## src/rtl/conv1d_seq_pkg.sv

```systemverilog
// ----------------------------------------------------------------------------
// conv1d_seq_pkg
// Shared definitions for the conv1d command sequencer:
//   - seq_state_e   : sequencer FSM states
//   - *_DFLT        : default funct7 codes for the burst / status macro-commands
//                     and the per-step datapath command issued during a burst
//   - TIMEOUT_RSP   : response word returned when a datapath op times out
//   - status_word() : packs the sticky timeout flag into a response word
// ----------------------------------------------------------------------------
package conv1d_seq_pkg;

  typedef enum logic [1:0] {
    ST_IDLE  = 2'd0,
    ST_ISSUE = 2'd1,
    ST_WAIT  = 2'd2,
    ST_RESP  = 2'd3
  } seq_state_e;

  localparam logic [6:0]  BURST_FUNCT_DFLT   = 7'h7F;
  localparam logic [6:0]  STATUS_FUNCT_DFLT  = 7'h7E;
  localparam logic [6:0]  BURST_SUB_CMD_DFLT = 7'h01;
  localparam logic [31:0] TIMEOUT_RSP        = 32'hFFFF_FFFF;

  // Status response: bit 0 carries the sticky timeout flag, all else zero.
  function automatic logic [31:0] status_word(input logic err);
    return {31'd0, err};
  endfunction

endpackage

```

## src/rtl/conv1d_seq_timeout.sv

```systemverilog
// ----------------------------------------------------------------------------
// conv1d_seq_timeout
// Clearable, enabled cycle counter used to bound the wait for a datapath
// result. The count saturates at TIMEOUT_CYCLES-1 and o_expired is high
// while it sits there.
// Ports:
//   clk        : clock, rising edge
//   reset      : asynchronous active-low reset
//   i_clr      : synchronous clear (wins over i_en)
//   i_en       : count enable
//   o_expired  : count has reached TIMEOUT_CYCLES-1
// ----------------------------------------------------------------------------
module conv1d_seq_timeout #(
  parameter int TIMEOUT_CYCLES = 256
) (
  input  logic clk,
  input  logic reset,
  input  logic i_clr,
  input  logic i_en,
  output logic o_expired
);

  localparam int            CW   = $clog2(TIMEOUT_CYCLES);
  localparam logic [CW-1:0] LAST = CW'(TIMEOUT_CYCLES - 1);

  logic [CW-1:0] r_cnt;

  // Wait-cycle counter: cleared on issue, counts while waiting, saturates.
  always_ff @(posedge clk or negedge reset) begin
    if (!reset) begin
      r_cnt <= {CW{1'b0}};
    end else if (i_clr) begin
      r_cnt <= {CW{1'b0}};
    end else if (i_en && (r_cnt != LAST)) begin
      r_cnt <= r_cnt + CW'(1);
    end else begin
      r_cnt <= r_cnt;
    end
  end

  assign o_expired = (r_cnt == LAST);

endmodule

```

## src/rtl/conv1d_cmd_sequencer.sv

```systemverilog
// ----------------------------------------------------------------------------
// conv1d_cmd_sequencer
// Bridges the CPU CFU command/response bus to the conv1d datapath. A plain
// command is forwarded to the datapath as a one-cycle dp_issue strobe; the
// result (or a timeout marker) is held on the response bus until the CPU
// takes it. funct7==BURST_FUNCT runs N datapath steps (dp_inp0 = 0..N-1)
// from one instruction; funct7==STATUS_FUNCT returns and clears the sticky
// timeout flag.
// Ports:
//   clk, reset                       : clock / async active-low reset
//   cmd_valid, cmd_ready             : command handshake (ready only in IDLE)
//   cmd_payload_function_id[9:3]     : funct7 ([2:0] funct3 is ignored)
//   cmd_payload_inputs_0/1           : operands
//   rsp_valid, rsp_ready             : response handshake
//   rsp_payload_outputs_0            : registered response word
//   dp_cmd, dp_inp0, dp_inp1         : registered datapath command/operands
//   dp_issue                         : one-cycle start strobe
//   dp_ret, dp_valid                 : datapath result / result valid
//   busy                             : sequencer not idle
//   timeout_err                      : sticky datapath timeout flag
// ----------------------------------------------------------------------------
module conv1d_cmd_sequencer
  import conv1d_seq_pkg::*;
#(
  parameter logic [6:0] BURST_FUNCT    = BURST_FUNCT_DFLT,
  parameter logic [6:0] STATUS_FUNCT   = STATUS_FUNCT_DFLT,
  parameter logic [6:0] BURST_SUB_CMD  = BURST_SUB_CMD_DFLT,
  parameter int         TIMEOUT_CYCLES = 256,
  parameter int         CNT_W          = 16
) (
  input  logic        clk,
  input  logic        reset,
  input  logic        cmd_valid,
  output logic        cmd_ready,
  input  logic [9:0]  cmd_payload_function_id,
  input  logic [31:0] cmd_payload_inputs_0,
  input  logic [31:0] cmd_payload_inputs_1,
  output logic        rsp_valid,
  input  logic        rsp_ready,
  output logic [31:0] rsp_payload_outputs_0,
  output logic [6:0]  dp_cmd,
  output logic [31:0] dp_inp0,
  output logic [31:0] dp_inp1,
  output logic        dp_issue,
  input  logic [31:0] dp_ret,
  input  logic        dp_valid,
  output logic        busy,
  output logic        timeout_err
);

  seq_state_e       r_state;
  logic             r_rsp_valid;
  logic [31:0]      r_rsp_payload;
  logic [6:0]       r_dp_cmd;
  logic [31:0]      r_dp_inp0;
  logic [31:0]      r_dp_inp1;
  logic             r_dp_issue;
  logic             r_timeout_err;
  logic [CNT_W-1:0] r_remaining;

  logic [6:0]       w_funct7;
  logic [CNT_W-1:0] w_burst_n;
  logic             w_accept;
  logic             w_to_clr;
  logic             w_to_en;
  logic             w_expired;
  logic [2:0]       w_unused_funct3;

  assign w_funct7        = cmd_payload_function_id[9:3];
  assign w_unused_funct3 = cmd_payload_function_id[2:0];
  assign w_burst_n       = cmd_payload_inputs_0[CNT_W-1:0];
  assign w_accept        = cmd_valid && (r_state == ST_IDLE);

  // The counter restarts on every issue and only runs while waiting.
  assign w_to_clr = (r_state == ST_ISSUE);
  assign w_to_en  = (r_state == ST_WAIT);

  conv1d_seq_timeout #(
    .TIMEOUT_CYCLES(TIMEOUT_CYCLES)
  ) u_timeout (
    .clk       (clk),
    .reset     (reset),
    .i_clr     (w_to_clr),
    .i_en      (w_to_en),
    .o_expired (w_expired)
  );

  // Sequencer FSM with all bus/datapath outputs registered.
  always_ff @(posedge clk or negedge reset) begin
    if (!reset) begin
      r_state       <= ST_IDLE;
      r_rsp_valid   <= 1'b0;
      r_rsp_payload <= 32'd0;
      r_dp_cmd      <= 7'd0;
      r_dp_inp0     <= 32'd0;
      r_dp_inp1     <= 32'd0;
      r_dp_issue    <= 1'b0;
      r_timeout_err <= 1'b0;
      r_remaining   <= {CNT_W{1'b0}};
    end else begin
      // dp_issue is a strobe: only the transitions into ISSUE raise it.
      r_dp_issue <= 1'b0;
      case (r_state)
        ST_IDLE: begin
          if (w_accept) begin
            if (w_funct7 == STATUS_FUNCT) begin
              r_rsp_payload <= status_word(r_timeout_err);
              r_timeout_err <= 1'b0;
              r_rsp_valid   <= 1'b1;
              r_state       <= ST_RESP;
            end else if (w_funct7 == BURST_FUNCT) begin
              if (w_burst_n == {CNT_W{1'b0}}) begin
                r_rsp_payload <= 32'd0;
                r_rsp_valid   <= 1'b1;
                r_state       <= ST_RESP;
              end else begin
                r_dp_cmd    <= BURST_SUB_CMD;
                r_dp_inp0   <= 32'd0;
                r_dp_inp1   <= cmd_payload_inputs_1;
                r_remaining <= w_burst_n;
                r_dp_issue  <= 1'b1;
                r_state     <= ST_ISSUE;
              end
            end else begin
              r_dp_cmd    <= w_funct7;
              r_dp_inp0   <= cmd_payload_inputs_0;
              r_dp_inp1   <= cmd_payload_inputs_1;
              r_remaining <= CNT_W'(1);
              r_dp_issue  <= 1'b1;
              r_state     <= ST_ISSUE;
            end
          end
        end

        ST_ISSUE, ST_WAIT: begin
          // A result in the same cycle as the timeout still counts.
          if (dp_valid) begin
            r_rsp_payload <= dp_ret;
            r_remaining   <= r_remaining - CNT_W'(1);
            if (r_remaining == CNT_W'(1)) begin
              r_rsp_valid <= 1'b1;
              r_state     <= ST_RESP;
            end else begin
              r_dp_inp0  <= r_dp_inp0 + 32'd1;
              r_dp_issue <= 1'b1;
              r_state    <= ST_ISSUE;
            end
          end else if ((r_state == ST_WAIT) && w_expired) begin
            // Abandon any remaining burst steps.
            r_rsp_payload <= TIMEOUT_RSP;
            r_timeout_err <= 1'b1;
            r_remaining   <= {CNT_W{1'b0}};
            r_rsp_valid   <= 1'b1;
            r_state       <= ST_RESP;
          end else begin
            r_state <= ST_WAIT;
          end
        end

        ST_RESP: begin
          if (rsp_ready) begin
            r_rsp_valid <= 1'b0;
            r_state     <= ST_IDLE;
          end
        end

        default: begin
          r_rsp_valid <= 1'b0;
          r_state     <= ST_IDLE;
        end
      endcase
    end
  end

  assign cmd_ready             = (r_state == ST_IDLE);
  assign busy                  = (r_state != ST_IDLE);
  assign rsp_valid             = r_rsp_valid;
  assign rsp_payload_outputs_0 = r_rsp_payload;
  assign dp_cmd                = r_dp_cmd;
  assign dp_inp0               = r_dp_inp0;
  assign dp_inp1               = r_dp_inp1;
  assign dp_issue              = r_dp_issue;
  assign timeout_err           = r_timeout_err;

endmodule

```

## config.mk

```make
export PLATFORM = sky130hd
export DESIGN_NAME = conv1d_cmd_sequencer
export DESIGN_NICKNAME = d
export VERILOG_FILES = /design/src/rtl/conv1d_seq_pkg.sv /design/src/rtl/conv1d_seq_timeout.sv /design/src/rtl/conv1d_cmd_sequencer.sv
export SDC_FILE = /design/constraint.sdc
export NUM_CORES = 1
export LEC_CHECK = 0
export ABC_AREA = 1
export ABC_CLOCK_PERIOD_IN_PS = 1700
export BUFFER_PORTS_ARGS = -buffer_cell sky130_fd_sc_hd__buf_2
export CELL_PAD_IN_SITES_DETAIL_PLACEMENT = 1
export CELL_PAD_IN_SITES_GLOBAL_PLACEMENT = 2
export CORE_ASPECT_RATIO = 0.75
export CORE_UTILIZATION = 25
export DETAILED_ROUTE_END_ITERATION = 8
export HOLD_SLACK_MARGIN = 0.03
export PLACE_DENSITY = 0.81
export SYNTH_ARGS = -nofsm -noshare
export SYNTH_HDL_FRONTEND = slang
export SYNTH_SLANG_ARGS = --single-unit
```

## constraint.sdc

```tcl
create_clock -name clk -period 1.7 [get_ports clk]
set_input_delay 0.085 -clock clk [delete_from_list [all_inputs] [get_ports clk]]
set_output_delay 0.085 -clock clk [all_outputs]
set_load 0.05 [all_outputs]
```

Word-level counts from Yosys, hierarchy flattened
Index checks and enable logic that the tools add are counted.
{ "totals": {"reg_bits": 132, "latch_bits": 0, "ram_bits": 0, "rom_bits": 0, "inputBits": 111, "out_inout_bits": 108, "word_cells": 108, "n_memories": 0} }
{ "classes": {"add_sub_neg": 3, "mul": 0, "div_mod_pow": 0, "order_cmp": 0, "n_eq_ne": 22, "shift": 0, "muxes": 56, "n_bitwise": 1, "n_reduce_logical": 16} }
{ "ops": {"columns": ["op", "n"], "rows": [
  ["two-way mux 32 bit", 14],
  ["case mux 32 bit (2 select lines)", 2],
  ["two-way mux 16 bit", 6],
  ["adder 32 x 1 -> 32 bit (second input constant)", 1],
  ["case mux 16 bit (2 select lines)", 1],
  ["two-way mux 1 bit", 18],
  ["equality test 16 x 1 -> 1 bit (second input constant)", 1],
  ["zero test 16 bit", 1],
  ["two-way mux 8 bit", 2],
  ["subtractor 16 x 1 -> 16 bit (second input constant)", 1],
  ["AND reduction 5 bit", 3],
  ["equality test 7 bit (second input constant)", 2],
  ["two-way mux 2 bit", 7],
  ["two-way mux 7 bit", 2],
  ["!= test 2 bit (second input constant)", 7],
  ["AND reduction 6 bit", 2],
  ["!= test 3 bit (second input constant)", 3],
  ["adder 8 x 1 -> 8 bit (second input constant)", 1],
  ["equality test 8 bit (second input constant)", 1],
  ["!= test 8 bit (second input constant)", 1],
  ["!= test 3 x 1 -> 1 bit (second input constant)", 2],
  ["case mux 2 bit (3 select lines)", 1],
  ["nonzero test 2 bit", 3],
  ["equality test 2 bit (second input constant)", 2],
  ["10 further kinds", 14]
]} }

Longest topological paths before layout
{ "depth": {"word_depth": 6, "depth_mapped": 13, "depth_no_buf": 12} }

By module
From an unflattened synthesis, not the netlist that was laid out.
{ "hier_totals": {"cells_unflattened": 1106, "hier_area_um2": 7623.6} }
{ "modules_own_cells": {"columns": ["module", "n_inst", "cells_per_inst", "area_each_um2", "seq_area_each_um2"], "rows": [
  ["conv1d_cmd_sequencer", 1, 1038, 7109.3, 3103.0],
  ["conv1d_seq_timeout", 1, 68, 514.2, 200.2]
]} }

Worst setup path before layout
No wires, ideal clock.
{ "synth_timing": {"kind": "flip-flop to flip-flop", "from": "reg r_state[0]", "to": "reg r_rsp_payload[10], in the netlist rsp_payload_outputs_0[10]", "arrival_ps": 2237, "path_slack_ps": -661, "path_stages_with_launch": 11, "path_buffers": 1, "period_less_slack_ps": 2361, "path_cell_list": "dfrtp_1 inv_1 ha_1 inv_2 a21oi_2 inv_2 nor2_4 nand2_4 buf_2 nand2_1 o21ai_1"} }
{ "synth_via": {"elab_chain_len": 4, "word_cells_on_any_way": 13, "cone_classes": "eq/ne: 6; mux: 1; reduce/logical: 6"} }
{ "synth_lines": {"columns": ["item", "line", "source"], "rows": [
  ["start: declaration", "conv1d_cmd_sequencer.sv:51", "seq_state_e r_state;"],
  ["start signal: assignment", "conv1d_cmd_sequencer.sv:91", "r_state <= ST_IDLE;"],
  ["start signal: assignment", "conv1d_cmd_sequencer.sv:110", "r_state <= ST_RESP;"],
  ["start signal: assignment", "conv1d_cmd_sequencer.sv:115", "r_state <= ST_RESP;"],
  ["zero test 2 bit (*)", null, null],
  ["net cmd_ready", "conv1d_cmd_sequencer.sv:34", "output logic cmd_ready,"],
  ["logical AND 1 bit", "conv1d_cmd_sequencer.sv:72", "assign w_accept = cmd_valid && (r_state == ST_IDLE);"],
  ["!= test 2 x 1 -> 1 bit (no line)", null, null],
  ["AND reduction 5 bit (no line)", null, null],
  ["end signal: assignment", "conv1d_cmd_sequencer.sv:107", "r_rsp_payload <= status_word(r_timeout_err);"],
  ["end signal: assignment", "conv1d_cmd_sequencer.sv:138", "r_rsp_payload <= dp_ret;"],
  ["end: declaration", "conv1d_cmd_sequencer.sv:53", "logic [31:0] r_rsp_payload;"]
]} }
The timed path passes the listed nets; every way through them passes the cells marked *.
A chain may end at the register's enable or synchronous reset.

Worst setup path after layout
{ "layout_timing": {"from": "reg r_state[1]", "to": "reg r_rsp_payload[16], in the netlist rsp_payload_outputs_0[16]"} }
{ "layout_via": {"elab_chain_len": 4, "word_cells_on_any_way": 13, "cone_classes": "eq/ne: 6; mux: 1; reduce/logical: 6"} }
{ "layout_lines": {"columns": ["item", "line", "source"], "rows": [
  ["equality test 2 bit (tied with other cells)", "conv1d_cmd_sequencer.sv:103, conv1d_cmd_sequencer.sv:148", null],
  ["OR reduction 2 bit (tied with other cells)", "conv1d_cmd_sequencer.sv:103", "case (r_state)"],
  ["!= test 3 bit (no line) (tied with other cells)", null, null],
  ["AND reduction 5 bit (no line)", null, null]
]} }
Several ways; a longest one is shown, not always the timed one.

==> results.yml <==
sta:
  fmax_mhz: 550
  setup_ws_ns: -0.118
  slew_headroom_pct: 68.4
  rsz0062_at_grt: "true"
  setup_tns_ns: -2.59
  drv_slew: 0
  fin_crit_ns: 1.82
  worst_pin_slew_ns: 0.474
  fin_crit_sh_pct: 107
  skew_ns: 0.0120
  hold_violations: 0
  setup_violations: 59
synth:
  async_reset_ff_share_pct: 100
  ys_seq_area_share_pct: 44.0
  netlist_area_mm2: 0.00751
  netlist_top_cells_area: "dfrtp_1 44%, nand2_1 25%, nor2_1 4.9%, o21ai_0 4.8%, inv_1 3.8%"
  synth_edf_count: 0
  yosysWarnings: 0
  ys.flop_type: "dfrtp_1"
  syn_nets: 1211
  yosysUniqueCellTypes: 38
  syn_inst: 1090
  synth.avg_cell_area_um2: 6.89
  ys_seq_elements: 132
  synth_top_cell_by_area: "dfrtp_1"
  synth_top_area_share_pct: 44.0
clock_network:
  clk_latency_ns: 0.44
  cts_buffers: 17
  h-tree-depth: 4
  cts_sinks: 132
  cts-root-buf: "clkbuf_16"
  clkTransAtPathRegs_ns: 0.07
  cts_tree: "built"
  max-clock-path-buffers: 2
global_routing:
  met1_usage_pct: 28.9
  grt_pass1_vias: 8762
  grt_util_met3_pct: 5.23
  grt_usage_pct: 20.3
  grt_max_degree: 46
  grtUsageMet2_pct: 30.2
  antenna_found_initial: 0
  grt_pass1_wl_mm: 48.7
  grt_overflow_total: 0
  top_usage_layer: "met2"
placed_design:
  place.gp.congestion: 0.848
  placed_area_mm2: 0.00972
  port_buffers: 215
  dpl.cell_count: 1749
  dp_hpwl_mm: 22.2
finish:
  layoutNonFillerInstCount: 1899
  nets: 1615
  area_growth_pct: 57.9
  diodes: 0
  fin_util_pct: 40.5
  drive_gt1_share_pct: 31.0
  final_area_mm2: 0.0119
  nFillCells: 3706
  seq_area_mm2: 0.00332
  multi_input_area_mm2: 0.00392
power_and_ir_drop:
  powerDensity_mw_per_mm2: 2330
  power_leakage_nw: 6.16
  ir_drop_mv: 0.974
  power_mw: 27.7
drt:
  wirelength_mm: 32.3
  via_count: 8641
  drc: 0
  drt_iter0_drc: 401
  avgViaCountPerCell: 4.55
  drt-pass1-iter-count: 4
  final_antenna_net_count: 0
  wl_per_cell_um: 17.0
status:
  status: "finished with violations"
  violations: "negative setup slack"
worst_setup_path:
  cp.depth: 11
  r2r_start: "r_state[1]$_DFFE_PN0P_"
  regToRegEndpoint: "rsp_payload_outputs_0[16]$_DFFE_PN0P_"
  path_cells: "inv_2 > ha_4 > inv_4 > a21oi_4 > inv_2 > nor2_4 > buf_12 > nand2_4 > clkbuf_16 > nand2_1 > o21ai_1"
  worstSetupStartpoint: "r_state[1]$_DFFE_PN0P_"
  critPathSlowestCell: "dfrtp_1"
  critical-path-top-delay-family: "buffers and inverters"
  end_kind: "flip-flop"
  slowest_delay_ns: 0.36
  critPathMostFrequentCell: "inv_2"
  startpoint_type: "flip-flop"
  reg2regPathDepth: 11
  cp-endpoint: "rsp_payload_outputs_0[16]$_DFFE_PN0P_"
  crit_type: "reg -> reg"
  r2r_setup_slack_ns: -0.12
  cp.arrival_ns: 2.13
  cp.required_ns: 2.01
  critPathBufInv: 5
  critPathMaxFanout: 14
floorplanning:
  rows: 54
  chipHeight_um: 152
  ios: 219
  core_mm2: 0.0293
  start_util_pct: 25.6
  die_area_mm2: 0.0308
  die_w_um: 202
run:
  cap_violations: 0
min_path:
  hold_path.class: "in -> reg"
==> tightest hold or removal path: cells and delay by family <==
family / cells / cell delay [ns]
buffers and inverters: 1 / 0.12
AND/OR/NAND/NOR: 3 / 0.17
AO/OA/AOI/OAI: 1 / 0.07
==> sequential cells by signal, summed over array words and instances, names as in the netlist <==
register	count
dp_cmd	7
dp_inp0	32
dp_inp1	32
dp_issue	1
r_remaining	16
r_state	2
rsp_payload_outputs_0	32
rsp_valid	1
timeout_err	1
u_timeout.r_cnt	8
==> power by group <==
part	switching [mW]	internal, mW
sequential	1.11	4.56
clock	1.63	2.08
combinational	12.0	6.26
==> through the flow <==
stage                     setup slack, ns  hold WS, ns
after floorplan                   -0.0156       -0.211
after global placement             -0.175       0.0683
after detailed placement           -0.171       0.0620
after CTS                         -0.0172       0.0333
after global routing               -0.216       0.0604
final                              -0.118       0.0552
==> cells in the final DEF (no fill, tap or decap), types with 24 or more instances in the layout <==
master / n
nand2_1: 479
buf_2: 213
dfrtp_1: 118
dlygate4sd3_1: 91
buf_4: 87
nor2_1: 82
inv_1: 72
o21ai_0: 70
nand3_1: 45
o21ai_1: 30
clkbuf_16: 25
nand2_2: 24
==> per-layer routing <==
layer / wire (um) / share of wire (%)
met5: 0 / 0
met2: 14000 / 43
met4: 427 / 1.3
met3: 2040 / 6.3
met1: 15800 / 49
==> final cells by class <==
class	instances	share of cell area, %
Multi-Input combinational cell	838	33.1
Clock buffer	20	3.77
Inverter	84	2.94
Sequential cell	132	28.0
Clock inverter	12	1.00
Timing Repair Buffer	421	27.1
Tap cell	392	4.13
==> what timing repair did <==
action                                 in CTS  in global routing
gates resized for setup                    10                 84
hold buffers                               91                  0
cloned                                      1                 11
setup endpoints to repair                  38                129
pin swaps                                   5                 16
setup buffers                               5                 10
endpoints found under the hold margin     208                  0
==> synth_stat cells (3+ instances only) <==
cell type    n
a21oi_1     17
buf_2       11
buf_4        5
buf_6        7
clkbuf_1    12
dfrtp_1    132
ha_1        10
inv_1       77
inv_2        5
nand2_1    505
nand2_4      3
nand3_1     48
nand4_1      5
nor2_1      98
nor2_2       9
o21ai_0     72
o21ai_1     37
o21bai_1     3
or2_2        3
xnor2_1      3
xor2_1       6
==> cell families after synthesis <==
family,after synthesis,synth area share [%]
AO/OA/AOI/OAI,139,9.68
XOR/XNOR,9,1.05
adder cells (fa/ha/maj),10,1.67
buffers and inverters,121,7.25
flip-flops,132,44.0
AND/OR/NAND/NOR,679,36.4
==> how the worst min path moves through the flow <==
| stage | from | slack (ns) | cells past startpoint | endpoint |
|---|---|---|---|---|
| 2_1_floorplan | reset | -0.21 | 0 | dp_cmd[0]$_DFFE_PN0P_ |
| 3_3_place_gp | reset | 0.07 | 1 | r_remaining[12]$_DFFE_PN0P_ |
| 3_5_place_dp | reset | 0.06 | 1 | r_remaining[12]$_DFFE_PN0P_ |
| 4_1_cts | cmd_payload_inputs_0[11] | 0.03 | 5 | dp_inp0[11]$_DFFE_PN0P_ |
| 5_1_grt | cmd_payload_inputs_0[15] | 0.06 | 5 | r_remaining[15]$_DFFE_PN0P_ |
| 6_report | cmd_payload_inputs_0[15] | 0.06 | 5 | r_remaining[15]$_DFFE_PN0P_ |
No activity file was read; power rests on OpenSTA's default activity.
